`config.mk`:
```
export PLATFORM = sky130hd
export DESIGN_NAME = cdiv_cmul_seq
export DESIGN_NICKNAME = d
export VERILOG_FILES = /design/src/rtl/psd_cdiv_pkg.sv /design/src/rtl/cdiv_cmul_seq.sv
export SDC_FILE = /design/constraint.sdc
export NUM_CORES = 1
export LEC_CHECK = 0
export CORE_ASPECT_RATIO = 1.4
export CORE_UTILIZATION = 25
export CTS_CLUSTER_DIAMETER = 80
export DETAILED_ROUTE_END_ITERATION = 6
export SETUP_SLACK_MARGIN = 0.15
export SLEW_MARGIN = 20
export SYNTH_ARGS = -nofsm -noshare
export SYNTH_HDL_FRONTEND = slang
export SYNTH_SLANG_ARGS = --single-unit
```
`constraint.sdc`:
```
create_clock -name clock -period 6.31 [get_ports clock]
set_input_delay 1.262 -clock clock [delete_from_list [all_inputs] [get_ports clock]]
set_output_delay 1.262 -clock clock [all_outputs]
set_load 0.05 [all_outputs]
```
`src/rtl/psd_cdiv_pkg.sv`:
```
// Shared definitions for the complex-divider operand sequencer.
//   WIDTH_DEF       default signed operand width
//   state_t         sequencer FSM encoding (also driven out for debug)
//   S_RR..S_DI2     step indices of the six multiplications
//   acc_op_t        accumulate operation applied to a product
//   acc_tgt_t       which accumulator a step updates
//   step_op/step_tgt  step-table decode helpers
package psd_cdiv_pkg;

  localparam int WIDTH_DEF = 16;

  typedef enum logic [2:0] {
    ST_IDLE    = 3'd0,
    ST_ISSUE   = 3'd1,
    ST_WAIT_HI = 3'd2,
    ST_WAIT_LO = 3'd3,
    ST_ACC     = 3'd4,
    ST_FIN     = 3'd5
  } state_t;

  localparam logic [2:0] S_RR  = 3'd0; // nr*dr
  localparam logic [2:0] S_II  = 3'd1; // ni*di
  localparam logic [2:0] S_IR  = 3'd2; // ni*dr
  localparam logic [2:0] S_RI  = 3'd3; // nr*di
  localparam logic [2:0] S_DR2 = 3'd4; // dr*dr
  localparam logic [2:0] S_DI2 = 3'd5; // di*di

  typedef enum logic [1:0] {
    ACC_LOAD = 2'd0,
    ACC_ADD  = 2'd1,
    ACC_SUB  = 2'd2
  } acc_op_t;

  typedef enum logic [1:0] {
    TGT_RE  = 2'd0,
    TGT_IM  = 2'd1,
    TGT_MAG = 2'd2
  } acc_tgt_t;

  function automatic acc_op_t step_op(input logic [2:0] step);
    acc_op_t op;
    case (step)
      S_RR, S_IR, S_DR2: op = ACC_LOAD;
      S_II, S_DI2:       op = ACC_ADD;
      S_RI:              op = ACC_SUB;
      default:           op = ACC_LOAD;
    endcase
    return op;
  endfunction

  function automatic acc_tgt_t step_tgt(input logic [2:0] step);
    acc_tgt_t tgt;
    case (step)
      S_RR, S_II:   tgt = TGT_RE;
      S_IR, S_RI:   tgt = TGT_IM;
      S_DR2, S_DI2: tgt = TGT_MAG;
      default:      tgt = TGT_RE;
    endcase
    return tgt;
  endfunction

endpackage

```
`src/rtl/cdiv_cmul_seq.sv`:
```
// Operand sequencer for the complex divider. Issues six products through an
// external sequential multiplier and accumulates
//   re_num = nr*dr + ni*di, im_num = ni*dr - nr*di, mag = dr^2 + di^2.
// Ports:
//   clock, reset (async, active-low)
//   start (pulse, IDLE only), busy, done (one-cycle pulse, results valid)
//   nr, ni, dr, di       signed operands, sampled on accepted start
//   re_num, im_num       signed PW+1 results; mag unsigned PW; dz = (mag==0)
//   mult_run, mult_busy, mult_a, mult_b, mult_p   multiplier interface
//   dbg_state            current FSM state
//
// Multiplier handshake: mult_run is a one-cycle strobe with mult_a/mult_b
// valid in that cycle and held until the product is consumed. The multiplier
// raises mult_busy (possibly already in the cycle after the strobe) and drops
// it when done; mult_p is valid from the first cycle busy is low and is
// sampled one cycle later, in ACC.
module cdiv_cmul_seq
  import psd_cdiv_pkg::*;
#(
  parameter int WIDTH = WIDTH_DEF,
  parameter int PW    = 2 * WIDTH
) (
  input  logic                    clock,
  input  logic                    reset,
  input  logic                    start,
  output logic                    busy,
  output logic                    done,
  input  logic signed [WIDTH-1:0] nr,
  input  logic signed [WIDTH-1:0] ni,
  input  logic signed [WIDTH-1:0] dr,
  input  logic signed [WIDTH-1:0] di,
  output logic signed [PW:0]      re_num,
  output logic signed [PW:0]      im_num,
  output logic        [PW-1:0]    mag,
  output logic                    dz,
  output logic                    mult_run,
  input  logic                    mult_busy,
  output logic signed [WIDTH-1:0] mult_a,
  output logic signed [WIDTH-1:0] mult_b,
  input  logic signed [PW-1:0]    mult_p,
  output state_t                  dbg_state
);

  state_t                  state_q, state_d;
  logic [2:0]              step_q, step_d;
  logic signed [WIDTH-1:0] nr_q, nr_d, ni_q, ni_d, dr_q, dr_d, di_q, di_d;
  logic signed [PW:0]      re_acc_q, re_acc_d, im_acc_q, im_acc_d;
  logic        [PW-1:0]    mag_acc_q, mag_acc_d;
  logic                    busy_q, busy_d, done_q, done_d, run_q, run_d;
  logic signed [WIDTH-1:0] a_q, a_d, b_q, b_d;
  logic signed [PW:0]      re_num_q, re_num_d, im_num_q, im_num_d;
  logic        [PW-1:0]    mag_q, mag_d;
  logic                    dz_q, dz_d;

  // Operand source: live inputs when launching step 0 from IDLE (the latches
  // are being loaded in that same cycle), otherwise the latched copies.
  logic [2:0]              op_step;
  logic signed [WIDTH-1:0] src_nr, src_ni, src_dr, src_di;
  logic signed [WIDTH-1:0] sel_a, sel_b;

  always_comb begin
    if (state_q == ST_IDLE) begin
      op_step = S_RR;
      src_nr  = nr;
      src_ni  = ni;
      src_dr  = dr;
      src_di  = di;
    end else begin
      op_step = 3'(step_q + 3'd1);
      src_nr  = nr_q;
      src_ni  = ni_q;
      src_dr  = dr_q;
      src_di  = di_q;
    end
    case (op_step)
      S_RR:    begin sel_a = src_nr; sel_b = src_dr; end
      S_II:    begin sel_a = src_ni; sel_b = src_di; end
      S_IR:    begin sel_a = src_ni; sel_b = src_dr; end
      S_RI:    begin sel_a = src_nr; sel_b = src_di; end
      S_DR2:   begin sel_a = src_dr; sel_b = src_dr; end
      S_DI2:   begin sel_a = src_di; sel_b = src_di; end
      default: begin sel_a = '0;     sel_b = '0;     end
    endcase
  end

  // Accumulator update for the step currently in ACC.
  logic signed [PW:0]   p_ext;
  logic signed [PW:0]   re_n, im_n;
  logic        [PW-1:0] mag_n;
  acc_op_t              cur_op;
  acc_tgt_t             cur_tgt;

  always_comb begin
    p_ext   = {mult_p[PW-1], mult_p};
    cur_op  = step_op(step_q);
    cur_tgt = step_tgt(step_q);
    re_n    = re_acc_q;
    im_n    = im_acc_q;
    mag_n   = mag_acc_q;
    case (cur_tgt)
      TGT_RE: begin
        case (cur_op)
          ACC_ADD: re_n = re_acc_q + p_ext;
          ACC_SUB: re_n = re_acc_q - p_ext;
          default: re_n = p_ext;
        endcase
      end
      TGT_IM: begin
        case (cur_op)
          ACC_ADD: im_n = im_acc_q + p_ext;
          ACC_SUB: im_n = im_acc_q - p_ext;
          default: im_n = p_ext;
        endcase
      end
      default: begin
        // Squares are never negative, so the product reads as unsigned.
        case (cur_op)
          ACC_ADD: mag_n = mag_acc_q + $unsigned(mult_p);
          default: mag_n = $unsigned(mult_p);
        endcase
      end
    endcase
  end

  always_comb begin
    state_d   = state_q;
    step_d    = step_q;
    nr_d      = nr_q;
    ni_d      = ni_q;
    dr_d      = dr_q;
    di_d      = di_q;
    re_acc_d  = re_acc_q;
    im_acc_d  = im_acc_q;
    mag_acc_d = mag_acc_q;
    busy_d    = busy_q;
    done_d    = 1'b0;
    run_d     = 1'b0;
    a_d       = a_q;
    b_d       = b_q;
    re_num_d  = re_num_q;
    im_num_d  = im_num_q;
    mag_d     = mag_q;
    dz_d      = dz_q;

    case (state_q)
      ST_IDLE: begin
        if (start) begin
          nr_d      = nr;
          ni_d      = ni;
          dr_d      = dr;
          di_d      = di;
          step_d    = S_RR;
          re_acc_d  = '0;
          im_acc_d  = '0;
          mag_acc_d = '0;
          busy_d    = 1'b1;
          run_d     = 1'b1;
          a_d       = sel_a;
          b_d       = sel_b;
          state_d   = ST_ISSUE;
        end
      end
      ST_ISSUE:   state_d = ST_WAIT_HI;
      ST_WAIT_HI: if (mult_busy)  state_d = ST_WAIT_LO;
      ST_WAIT_LO: if (!mult_busy) state_d = ST_ACC;
      ST_ACC: begin
        re_acc_d  = re_n;
        im_acc_d  = im_n;
        mag_acc_d = mag_n;
        if (step_q == S_DI2) begin
          // Results and done land together in the FIN cycle.
          re_num_d = re_n;
          im_num_d = im_n;
          mag_d    = mag_n;
          dz_d     = (mag_n == '0);
          done_d   = 1'b1;
          busy_d   = 1'b0;
          state_d  = ST_FIN;
        end else begin
          step_d  = 3'(step_q + 3'd1);
          run_d   = 1'b1;
          a_d     = sel_a;
          b_d     = sel_b;
          state_d = ST_ISSUE;
        end
      end
      ST_FIN:  state_d = ST_IDLE;
      default: state_d = ST_IDLE;
    endcase
  end

  always_ff @(posedge clock or negedge reset) begin
    if (!reset) begin
      state_q   <= ST_IDLE;
      step_q    <= '0;
      nr_q      <= '0;
      ni_q      <= '0;
      dr_q      <= '0;
      di_q      <= '0;
      re_acc_q  <= '0;
      im_acc_q  <= '0;
      mag_acc_q <= '0;
      busy_q    <= 1'b0;
      done_q    <= 1'b0;
      run_q     <= 1'b0;
      a_q       <= '0;
      b_q       <= '0;
      re_num_q  <= '0;
      im_num_q  <= '0;
      mag_q     <= '0;
      dz_q      <= 1'b0;
    end else begin
      state_q   <= state_d;
      step_q    <= step_d;
      nr_q      <= nr_d;
      ni_q      <= ni_d;
      dr_q      <= dr_d;
      di_q      <= di_d;
      re_acc_q  <= re_acc_d;
      im_acc_q  <= im_acc_d;
      mag_acc_q <= mag_acc_d;
      busy_q    <= busy_d;
      done_q    <= done_d;
      run_q     <= run_d;
      a_q       <= a_d;
      b_q       <= b_d;
      re_num_q  <= re_num_d;
      im_num_q  <= im_num_d;
      mag_q     <= mag_d;
      dz_q      <= dz_d;
    end
  end

  assign busy      = busy_q;
  assign done      = done_q;
  assign mult_run  = run_q;
  assign mult_a    = a_q;
  assign mult_b    = b_q;
  assign re_num    = re_num_q;
  assign im_num    = im_num_q;
  assign mag       = mag_q;
  assign dz        = dz_q;
  assign dbg_state = state_q;

endmodule
```
## Word-level counts from Yosys, hierarchy flattened

Cells that the tools add are included.

| storage, ports and cells | value |
|---|---|
| register bits after elaboration | 302 |
| bits of input ports | 100 |
| word-level logic and storage cells | 107 |

| cells by class | value |
|---|---|
| muxes and demuxes | 42 |
| eq/ne operators | 22 |
| reductions and logical operators | 19 |
| add/subtract/negate cells | 6 |

Operators by type and width:

| operator | count |
|---|---|
| case mux 33 bit (2 select lines) | 4 |
| two-way mux 16 bit | 8 |
| two-way mux 33 bit | 3 |
| two-way mux 32 bit | 3 |
| case mux 16 bit (2 select lines) | 3 |
| adder 33 x 32 -> 33 bit | 2 |
| subtractor 33 x 32 -> 33 bit | 2 |
| case mux 16 bit (4 select lines) | 1 |
| case mux 32 bit (2 select lines) | 1 |
| adder 32 bit | 1 |
| zero test 32 bit | 1 |
| two-way mux 3 bit | 7 |
| equality test 3 x 2 -> 1 bit (second input constant) | 6 |
| equality test 3 bit (second input constant) | 5 |
| case mux 3 bit (5 select lines) | 1 |
| OR reduction 2 bit | 6 |
| inequality test 2 bit (second input constant) | 5 |
| equality test 3 x 1 -> 1 bit (second input constant) | 3 |
| AND reduction 3 bit | 3 |
| case mux 2 bit (2 select lines) | 2 |
| zero test 3 bit | 2 |
| two-way mux 1 bit | 6 |
| case mux 3 bit (2 select lines) | 1 |
| AND reduction 2 bit | 3 |
| other kinds (7) | 10 |

## Longest topological paths before layout

Gate-level depths: netlist (run 1).

| logic depth | value |
|---|---|
| word-level depth | 7 |
| gate-level depth with buffers | 24 |
| depth with buffers taken out | 21 |

## Least setup slack after synthesis (run 1)

OpenSTA, ideal clock, no wires.

| timing path | value |
|---|---|
| path kind | input to register |
| from | in mult_p[1] |
| to | reg im_acc_q[27] |
| setup slack | 1.130 ns |
| data required time | 6.189 ns |
| path buffers | 0 |
| setup time | 0.121 ns |
| data arrival time | 5.059 ns |
| stages on the path | 20 |
| cell sequence | inv_1 -> ha_1 -> nand2_1 -> o21ai_0 -> inv_1 -> ha_1 -> nor2b_1 -> o31a_1 -> o21a_1 -> a211oi_1 -> o22ai_1 -> maj3_1 -> o211ai_1 -> a21oi_1 -> nor4_1 -> a211oi_1 -> a31o_2 -> a221o_1 -> a21o_1 -> a22o_1 |

| between the ends | value |
|---|---|
| cells in the longest elaborated chain, start to end | 4 |

Ends and longest elaborated chain:

| element | line | RTL |
|---|---|---|
| start, declared | cdiv_cmul_seq.sv:40 | `input logic signed [PW-1:0] mult_p,` |
| subtractor 33 x 32 -> 33 bit or adder 33 x 32 -> 33 bit (tied branches) | cdiv_cmul_seq.sv:111, cdiv_cmul_seq.sv:110 |  |
| case mux 33 bit (2 select lines) * | cdiv_cmul_seq.sv:109 | `case (cur_op)` |
| two-way mux 33 bit * | cdiv_cmul_seq.sv:100 | `case (cur_tgt)` |
| case mux 33 bit (2 select lines) * | cdiv_cmul_seq.sv:145 | `case (state_q)` |
| end signal, assigned | cdiv_cmul_seq.sv:220 | `im_acc_q <= im_acc_d;` |
| end, declared | cdiv_cmul_seq.sv:47 | `logic signed [PW:0] re_acc_q, re_acc_d, im_acc_q, im_acc_d;` |

Mark *: on every way between the ends. The rest lies on a longest branch, timed or not.
A chain may end at the register's enable or synchronous reset.

## Worst setup path in the final report (run 1)

| timing path | value |
|---|---|
| from | in mult_p[1] |
| to | reg im_acc_q[30] |

The elaborated chain is that of the path after synthesis.

==> results of run 1 <==
==> power by group through the flow <==
| stage | clock [mW] | sequential (mW) | combinational (mW) |
|---|---|---|---|
| 6_report | 2.41 | 3.12 | 5.54 |
| 5_1_grt | 2.55 | 3.20 | 6.03 |
| 4_1_cts | 2.47 | 3.12 | 5.56 |
| 3_5_place_dp | 0 | 3.14 | 5.54 |
| 3_3_place_gp | 0 | 3.14 | 5.50 |
| 2_1_floorplan | 0 | 3.56 | 3.21 |
==> sequential cells by signal, indices dropped and copies added (netlist names) <==
register / cells
im_acc_q: 33
dz: 1
ni_q: 16
mult_b: 16
dbg_state: 3
dr_q: 16
nr_q: 16
di_q: 16
busy: 1
re_acc_q: 33
mult_a: 16
mag_acc_q: 32
done: 1
re_num: 33
im_num: 33
mag: 32
step_q: 3
mult_run: 1
==> placed cells by master, fill, tap and decap left out, types with 19 or more instances in the layout <==
cell,synthesis,final
o31ai_1,19,19
dfrtp_1,302,302
xnor2_1,76,76
a21oi_1,174,172
nand3_1,66,66
a31oi_1,65,65
inv_1,55,55
a21o_1,25,25
clkdlybuf4s50_1,0,235
ha_1,56,56
nor3_1,45,43
a22o_1,19,19
clkbuf_16,0,41
xor2_1,39,39
a211oi_1,27,27
buf_4,6,96
mux2_2,20,20
nor2_1,273,270
o22ai_1,31,31
o21ai_0,261,260
a221oi_1,21,21
maj3_1,32,32
nand2_1,496,493
mux2i_1,39,39
nand2b_1,23,22
==> layout make-up <==
type	instances	area (sq um)
inverters	57	214
multi-input cells	2120	12800
diodes	2	5.00
repair buffers	334	3130
well taps	1088	1360
clock buffers	57	1170
clock inverters	15	204
flip-flops and latches	302	7560
fillers	8855	57900
==> path summary, 6_finish.rpt <==
check	to	slack (ns)	depth (start not counted)
worst max-delay path	im_acc_q[30]	0.55	20
worst min-delay path	im_num[9]	0.47	2
worst max register to register	im_acc_q[30]	0.97	20
worst min register to register	im_num[9]	0.47	2
max in group asynchronous	im_num[3]	4.36	2
min in group asynchronous	nr_q[6]	0.69	1
==> layer usage <==
metal / wire, um / part of all wire
met1: 32900 / 0.39
met2: 41000 / 0.49
met3: 5860 / 0.070
met4: 3490 / 0.042
met5: 94 / 0.0011
==> worst max-delay path: cells and delay by family <==
kind	cells	cell delay, ns
buffers and inverters	2	0.61
xor gates and xnor gates	2	0.26
adders and majority gates	3	0.88
and+or+nand+nor	3	0.52
AOI/OAI and AO/OA	10	2.67
==> cell families (layout without fill, tap and decap cells) <==
family / after synthesis / in the layout / synth area share
and+or+nand+nor: 1040 / 1040 / 0.218
AOI/OAI and AO/OA: 798 / 798 / 0.239
DFF: 302 / 302 / 0.354
buffers and inverters: 245 / 463 / 0.0464
xor gates and xnor gates: 130 / 130 / 0.0619
adders and majority gates: 93 / 93 / 0.0517
muxes: 59 / 59 / 0.0289
other: 0 / 2 / 0
==> flow_results.xml, run 1 <==
<?xml version="1.0" encoding="UTF-8"?>
<metrics>
  <group name="status">
    <metric name="status" unit="">completed</metric>
  </group>
  <group name="critical_path">
    <metric name="worst-path-max-fanout" unit="">5</metric>
    <metric name="timing.setup.critical_path_class" unit="">primary input to flip-flop</metric>
    <metric name="critical_path_required" unit="ns">6.76</metric>
    <metric name="timing.critical_path.slowest_cell_delay" unit="ns">0.54</metric>
    <metric name="startpoint" unit="">mult_p[1]</metric>
    <metric name="end_kind" unit="">flip-flop</metric>
    <metric name="rr_startpoint" unit="">step_q[0]</metric>
    <metric name="critical_path.cell_chain" unit="">clkdlybuf4s50_1 &gt; inv_1 &gt; ha_1 &gt; nor2_1 &gt; xnor2_1 &gt; ha_1 &gt; nor2b_1 &gt; o31a_1 &gt; o211a_1 &gt; a211oi_1 &gt; o221ai_1 &gt; a41o_1 &gt; a41o_1 &gt; maj3_2 &gt; a221oi_1 &gt; or3_4 &gt; o41ai_4 &gt; a31oi_1 &gt; xnor2_1 &gt; a21o_1</metric>
    <metric name="worst_setup_path_start_kind" unit="">primary input</metric>
    <metric name="worst_path_max_delay_cell" unit="">clkdlybuf4s50_1</metric>
    <metric name="critical_path_arrival" unit="ns">6.21</metric>
  </group>
  <group name="drt">
    <metric name="finalWirelength" unit="um">83300</metric>
    <metric name="post_drt_wl_per_cell" unit="um">21.0</metric>
    <metric name="detail_route.drc_violations" unit="">0</metric>
    <metric name="num_vias" unit="">20700</metric>
    <metric name="initialDrtViolationCount" unit="">1519</metric>
    <metric name="detail-route-antenna-nets" unit="">0</metric>
    <metric name="vias_per_cell" unit="">5.21</metric>
    <metric name="drt_pass1_iterations" unit="">5</metric>
  </group>
  <group name="pwr">
    <metric name="p_int" unit="mW">5.92</metric>
    <metric name="combinational_share_of_power" unit="">0.500</metric>
    <metric name="net-switching-power" unit="mW">5.15</metric>
    <metric name="power" unit="mW">11.1</metric>
    <metric name="p_sw_frac" unit="">0.465</metric>
    <metric name="power_dens_cells" unit="nW/um^2">418</metric>
    <metric name="leakagePower" unit="nW">11.2</metric>
    <metric name="p_clk_frac" unit="">0.217</metric>
    <metric name="ir_worst_vdd" unit="V">0.000290</metric>
    <metric name="power.share.sequential" unit="">0.282</metric>
  </group>
  <group name="clock_network">
    <metric name="numClockSinks" unit="">302</metric>
    <metric name="root_buffer" unit="">clkbuf_16</metric>
    <metric name="tritoncts" unit="">done</metric>
    <metric name="worst_skew_pair.late_latency" unit="ns">0.57</metric>
    <metric name="cts_buffer_depth" unit="">3</metric>
    <metric name="post_cts_buffers" unit="">0</metric>
    <metric name="cts_resized" unit="">0</metric>
    <metric name="clkSlewWorstSetupHoldPaths" unit="ns">0.06</metric>
    <metric name="cts_inserted_buffers" unit="">40</metric>
    <metric name="ctsHtreeMaxLevel" unit="">2</metric>
    <metric name="post_cts_hold_buffer_count" unit="">0</metric>
  </group>
  <group name="sta">
    <metric name="finalMaxSlewViolations" unit="">0</metric>
    <metric name="setup-tns-final" unit="ns">0</metric>
    <metric name="rsz0062_at_grt" unit="">no</metric>
    <metric name="slew-limit-headroom" unit="">0.321</metric>
    <metric name="setup_ws" unit="ns">0.552</metric>
    <metric name="fin_worst_skew" unit="ns">0.0147</metric>
    <metric name="fmax" unit="GHz">0.174</metric>
    <metric name="timing.final.setup_violations" unit="">0</metric>
    <metric name="tightestPinTransition" unit="ns">1.02</metric>
    <metric name="final_period_minus_worst_setup_slack" unit="ns">5.76</metric>
    <metric name="hold_viol_final" unit="">0</metric>
    <metric name="hold-worst-slack" unit="ns">0.470</metric>
    <metric name="post-route-period-util" unit="">0.913</metric>
  </group>
  <group name="placement">
    <metric name="placedInstanceArea" unit="sq um">25100</metric>
    <metric name="port_buffers" unit="">236</metric>
    <metric name="gp_congestion" unit="">0.926</metric>
    <metric name="place.detailed.instances" unit="">3901</metric>
    <metric name="dp_hpwl" unit="um">61500</metric>
    <metric name="worst_setup_timing_slack_at_the_placement_stage" unit="ns">0.0787</metric>
  </group>
  <group name="grt">
    <metric name="antenna_violations_before_repair" unit="">10</metric>
    <metric name="met1_usage" unit="">0.218</metric>
    <metric name="gr-usage-all-layers" unit="">0.189</metric>
    <metric name="grt_first_pass_wirelength" unit="um">127000</metric>
    <metric name="globalRoute.busiestLayer" unit="">met2</metric>
    <metric name="met3_usage" unit="">0.0444</metric>
    <metric name="globalRoute.totalOverflow" unit="">0</metric>
    <metric name="first_global_vias" unit="">20400</metric>
    <metric name="grt.met2_usage" unit="">0.334</metric>
    <metric name="grt_start_max_net_pins" unit="">134</metric>
  </group>
  <group name="hold_path">
    <metric name="timing.hold.worst.class" unit="">flip-flop to flip-flop</metric>
    <metric name="hold_start" unit="">im_num[9]</metric>
  </group>
  <group name="synthesis">
    <metric name="synth.largest_area_cell" unit="">dfrtp_1</metric>
    <metric name="postSynth.asyncResetShare" unit="">1.00</metric>
    <metric name="ys_dominant_reg_cell" unit="">dfrtp_1</metric>
    <metric name="synth_cell_type_count" unit="">108</metric>
    <metric name="netlist_instances" unit="">2667</metric>
    <metric name="synthesis.area_per_instance" unit="sq um">8.00</metric>
    <metric name="syn_area" unit="sq um">21300</metric>
    <metric name="synth_edf_count" unit="">0</metric>
    <metric name="postSynthNetCount" unit="">2826</metric>
    <metric name="synthTopCellsByArea" unit="">dfrtp_1, nand2_1, o21ai_0, nor2_1, a21oi_1</metric>
    <metric name="yosysSeqAreaShare" unit="">0.354</metric>
    <metric name="synth_seq_cells" unit="">302</metric>
    <metric name="synth.yosys.warnings" unit="">0</metric>
    <metric name="synth.top_cell.area_share" unit="">0.354</metric>
    <metric name="synth.top_cells.by_count" unit="">nand2_1, dfrtp_1, nor2_1, o21ai_0, a21oi_1</metric>
    <metric name="yosys.cell_count.top_type" unit="">nand2_1</metric>
  </group>
  <group name="floorplanning">
    <metric name="core_region_area" unit="sq um">84300</metric>
    <metric name="initial_core_util" unit="">0.253</metric>
    <metric name="num_rows" unit="">126</metric>
    <metric name="die_footprint" unit="sq um">86500</metric>
    <metric name="dieWidth" unit="um">249</metric>
    <metric name="die_span_in_y" unit="um">348</metric>
    <metric name="top_level_ports" unit="">237</metric>
  </group>
  <group name="final_layout">
    <metric name="layout-drive-gt1-share" unit="">0.0936</metric>
    <metric name="design.final.nets" unit="">3014</metric>
    <metric name="final_cells" unit="">3975</metric>
    <metric name="post_route_core_utilization" unit="">0.314</metric>
    <metric name="finalInstanceArea" unit="sq um">26500</metric>
    <metric name="area_growth" unit="%">24.2</metric>
  </group>
  <group name="job">
    <metric name="maxCapViolCount" unit="">0</metric>
  </group>
</metrics>
Note: power is estimated with default switching activity, not from simulation.
==> run 2: changes to the inputs <==
Settings changed: ABC_CLOCK_PERIOD_IN_PS set to 6310.
==> results of run 2 <==
Same layout as run 1: the final DEF is identical, and so are final timing and power.
==> run 3: changes to the inputs <==
Settings changed: ABC_CLOCK_PERIOD_IN_PS 6310 to 5900.
Clock period 6.31 ns to 5.9 ns, I/O delays scaled along.
==> flow_results.xml, run 3 (synthesis gave the netlist of run 1 again) <==
<?xml version="1.0" encoding="UTF-8"?>
<metrics>
  <group name="job">
    <metric name="maxCapViolCount" unit="">0</metric>
  </group>
  <group name="pwr">
    <metric name="net-switching-power" unit="mW">5.55</metric>
    <metric name="ir_worst_vdd" unit="V">0.000303</metric>
    <metric name="p_sw_frac" unit="">0.466</metric>
    <metric name="p_int" unit="mW">6.36</metric>
    <metric name="p_clk_frac" unit="">0.212</metric>
    <metric name="power.share.sequential" unit="">0.281</metric>
    <metric name="leakagePower" unit="nW">11.4</metric>
    <metric name="power_dens_cells" unit="nW/um^2">445</metric>
    <metric name="combinational_share_of_power" unit="">0.507</metric>
  </group>
  <group name="sta">
    <metric name="fin_worst_skew" unit="ns">0.0208</metric>
    <metric name="post-route-period-util" unit="">0.907</metric>
    <metric name="final_period_minus_worst_setup_slack" unit="ns">5.35</metric>
    <metric name="rsz0062_at_grt" unit="">no</metric>
    <metric name="setup-tns-final" unit="ns">0</metric>
    <metric name="timing.final.setup_violations" unit="">0</metric>
    <metric name="hold_viol_final" unit="">0</metric>
    <metric name="fmax" unit="GHz">0.187</metric>
    <metric name="finalMaxSlewViolations" unit="">0</metric>
    <metric name="tightestPinTransition" unit="ns">1.04</metric>
    <metric name="slew-limit-headroom" unit="">0.305</metric>
    <metric name="hold-worst-slack" unit="ns">0.470</metric>
  </group>
  <group name="hold_path">
    <metric name="hold_start" unit="">im_num[21]</metric>
    <metric name="timing.hold.worst.class" unit="">flip-flop to flip-flop</metric>
  </group>
  <group name="floorplanning">
    <metric name="dieWidth" unit="um">249</metric>
    <metric name="top_level_ports" unit="">237</metric>
    <metric name="initial_core_util" unit="">0.253</metric>
    <metric name="num_rows" unit="">126</metric>
    <metric name="die_span_in_y" unit="um">348</metric>
    <metric name="core_region_area" unit="sq um">84300</metric>
    <metric name="die_footprint" unit="sq um">86500</metric>
  </group>
  <group name="clock_network">
    <metric name="clkSlewWorstSetupHoldPaths" unit="ns">0.06</metric>
    <metric name="root_buffer" unit="">clkbuf_16</metric>
    <metric name="cts_inserted_buffers" unit="">39</metric>
    <metric name="ctsHtreeMaxLevel" unit="">2</metric>
    <metric name="cts_buffer_depth" unit="">3</metric>
    <metric name="post_cts_hold_buffer_count" unit="">0</metric>
    <metric name="worst_skew_pair.late_latency" unit="ns">0.58</metric>
    <metric name="tritoncts" unit="">done</metric>
    <metric name="numClockSinks" unit="">302</metric>
  </group>
  <group name="final_layout">
    <metric name="final_cells" unit="">4019</metric>
    <metric name="final_cell_mix" unit="">nand2_1, dfrtp_1, nor2_1</metric>
    <metric name="layout-drive-gt1-share" unit="">0.108</metric>
    <metric name="area_growth" unit="%">25.6</metric>
    <metric name="mostFrequentLayoutCell" unit="">nand2_1</metric>
    <metric name="design.final.nets" unit="">3057</metric>
    <metric name="fillers" unit="">8909</metric>
  </group>
  <group name="critical_path">
    <metric name="worst-path-max-fanout" unit="">5</metric>
    <metric name="rr_startpoint" unit="">step_q[0]</metric>
    <metric name="critical_path_required" unit="ns">6.30</metric>
    <metric name="crit_family" unit="">compound AO/OA/AOI/OAI gates</metric>
    <metric name="timing.critical_path.slowest_cell_delay" unit="ns">0.51</metric>
    <metric name="startpoint" unit="">mult_p[1]</metric>
    <metric name="end_kind" unit="">flip-flop</metric>
    <metric name="critical_path_arrival" unit="ns">5.75</metric>
    <metric name="timing.setup.critical_path_class" unit="">primary input to flip-flop</metric>
    <metric name="worst_path_most_repeated_cell" unit="">buf_4</metric>
    <metric name="worst_path_buf_inv" unit="">5</metric>
    <metric name="worst_path_max_delay_cell" unit="">clkdlybuf4s50_1</metric>
    <metric name="critical_path.cell_chain" unit="">clkdlybuf4s50_1 &gt; inv_1 &gt; ha_1 &gt; nand2_1 &gt; o21ai_0 &gt; buf_4 &gt; fa_1 &gt; nor2b_1 &gt; o31a_1 &gt; o211ai_1 &gt; a222oi_1 &gt; o31a_1 &gt; a2111oi_0 &gt; buf_4 &gt; o31ai_2 &gt; a31oi_1 &gt; buf_4 &gt; nor4b_2 &gt; nor2_2 &gt; nor4b_2 &gt; nor3_2 &gt; a31oi_1</metric>
    <metric name="worst_setup_path_start_kind" unit="">primary input</metric>
  </group>
  <group name="placement">
    <metric name="port_buffers" unit="">236</metric>
    <metric name="dp_hpwl" unit="um">61100</metric>
    <metric name="gp_congestion" unit="">0.937</metric>
    <metric name="place.detailed.instances" unit="">3945</metric>
  </group>
  <group name="grt">
    <metric name="grt_start_max_net_pins" unit="">131</metric>
    <metric name="gr-usage-all-layers" unit="">0.189</metric>
    <metric name="globalRoute.totalOverflow" unit="">0</metric>
    <metric name="antenna_violations_before_repair" unit="">6</metric>
    <metric name="grt_first_pass_wirelength" unit="um">127000</metric>
    <metric name="first_global_vias" unit="">20400</metric>
  </group>
  <group name="drt">
    <metric name="vias_per_cell" unit="">5.17</metric>
    <metric name="drt_pass1_iterations" unit="">6</metric>
    <metric name="initialDrtViolationCount" unit="">1707</metric>
    <metric name="finalWirelength" unit="um">83300</metric>
    <metric name="detail_route.drc_violations" unit="">0</metric>
    <metric name="detail-route-antenna-nets" unit="">0</metric>
    <metric name="num_vias" unit="">20800</metric>
    <metric name="post_drt_wl_per_cell" unit="um">20.7</metric>
  </group>
  <group name="status">
    <metric name="status" unit="">completed</metric>
  </group>
</metrics>
==> run 3: power groups by stage <==
stage	combinational (mW)	sequential [mW]	clock (mW)
2_1_floorplan	3.43	3.81	0
3_3_place_gp	5.97	3.36	0
3_5_place_dp	6.03	3.36	0
4_1_cts	6.05	3.34	2.59
5_1_grt	6.59	3.43	2.66
6_report	6.04	3.35	2.52
==> run 3: worst register-to-register path: stages (launching register included) <==
cell	delay, ns
dfrtp_1	0.40
ha_1	0.18
ha_1	0.33
nor2b_2	0.34
nor2_1	0.09
xnor2_1	0.20
ha_1	0.30
nor2b_1	0.16
o31a_1	0.34
o211a_1	0.27
a211oi_2	0.28
o221ai_1	0.18
a41o_1	0.28
a41o_1	0.28
maj3_2	0.36
a221oi_1	0.29
or3_4	0.22
o41ai_4	0.07
a31oi_1	0.22
xnor2_1	0.10
a21o_1	0.17
==> run 3: cell type report <==
cell class,count,area (sq um),share of cell area
Clock inverter,16,196,0.00733
Timing Repair Buffer,378,3460,0.129
Clock buffer,55,1140,0.0425
Antenna cell,3,7.51,0.000280
Sequential cell,302,7560,0.282
Inverter,57,214,0.00799
Multi-Input combinational cell,2120,12900,0.480
Tap cell,1088,1360,0.0508
==> run 3: layer usage <==
layer | up-vias | wire length (um) | track usage
met5 | - | 49 | 0
met4 | 8 | 3290 | 0.0787
met3 | 157 | 5680 | 0.0436
met2 | 673 | 41300 | 0.335
met1 | 9962 | 33000 | 0.218
li1 | 9973 | - | -
==> run 3: worst paths after layout <==
path	slack, ns	cells after the start	end
hold / removal	0.47	2	im_num[21]
hold reg to reg	0.47	2	im_num[21]
max in group asynchronous	3.97	2	dr_q[4]
min in group asynchronous	0.65	1	mult_a[6]
setup reg to reg	0.73	20	im_acc_q[30]
setup / recovery	0.55	22	im_num[32]
==> run 3: metrics by stage <==
step                      area, sq um  power (mW)  utilization  setup slack [ns]
after floorplan                 21300        7.24            -             0.789
after global placement          25400        9.33        0.302            -0.123
after detailed placement        25400        9.39        0.302            -0.142
after CTS                       26800        12.0        0.317             0.450
after global routing            26800        12.7        0.318             0.148
final                           26800        11.9        0.318             0.547
==> run 3: timing repair <==
item / CTS / global route
gates resized for setup: 0 / 3
endpoints found under the hold margin: 0 / 0
setup buffers: 0 / 0
endpoints found under the setup margin: 0 / 8
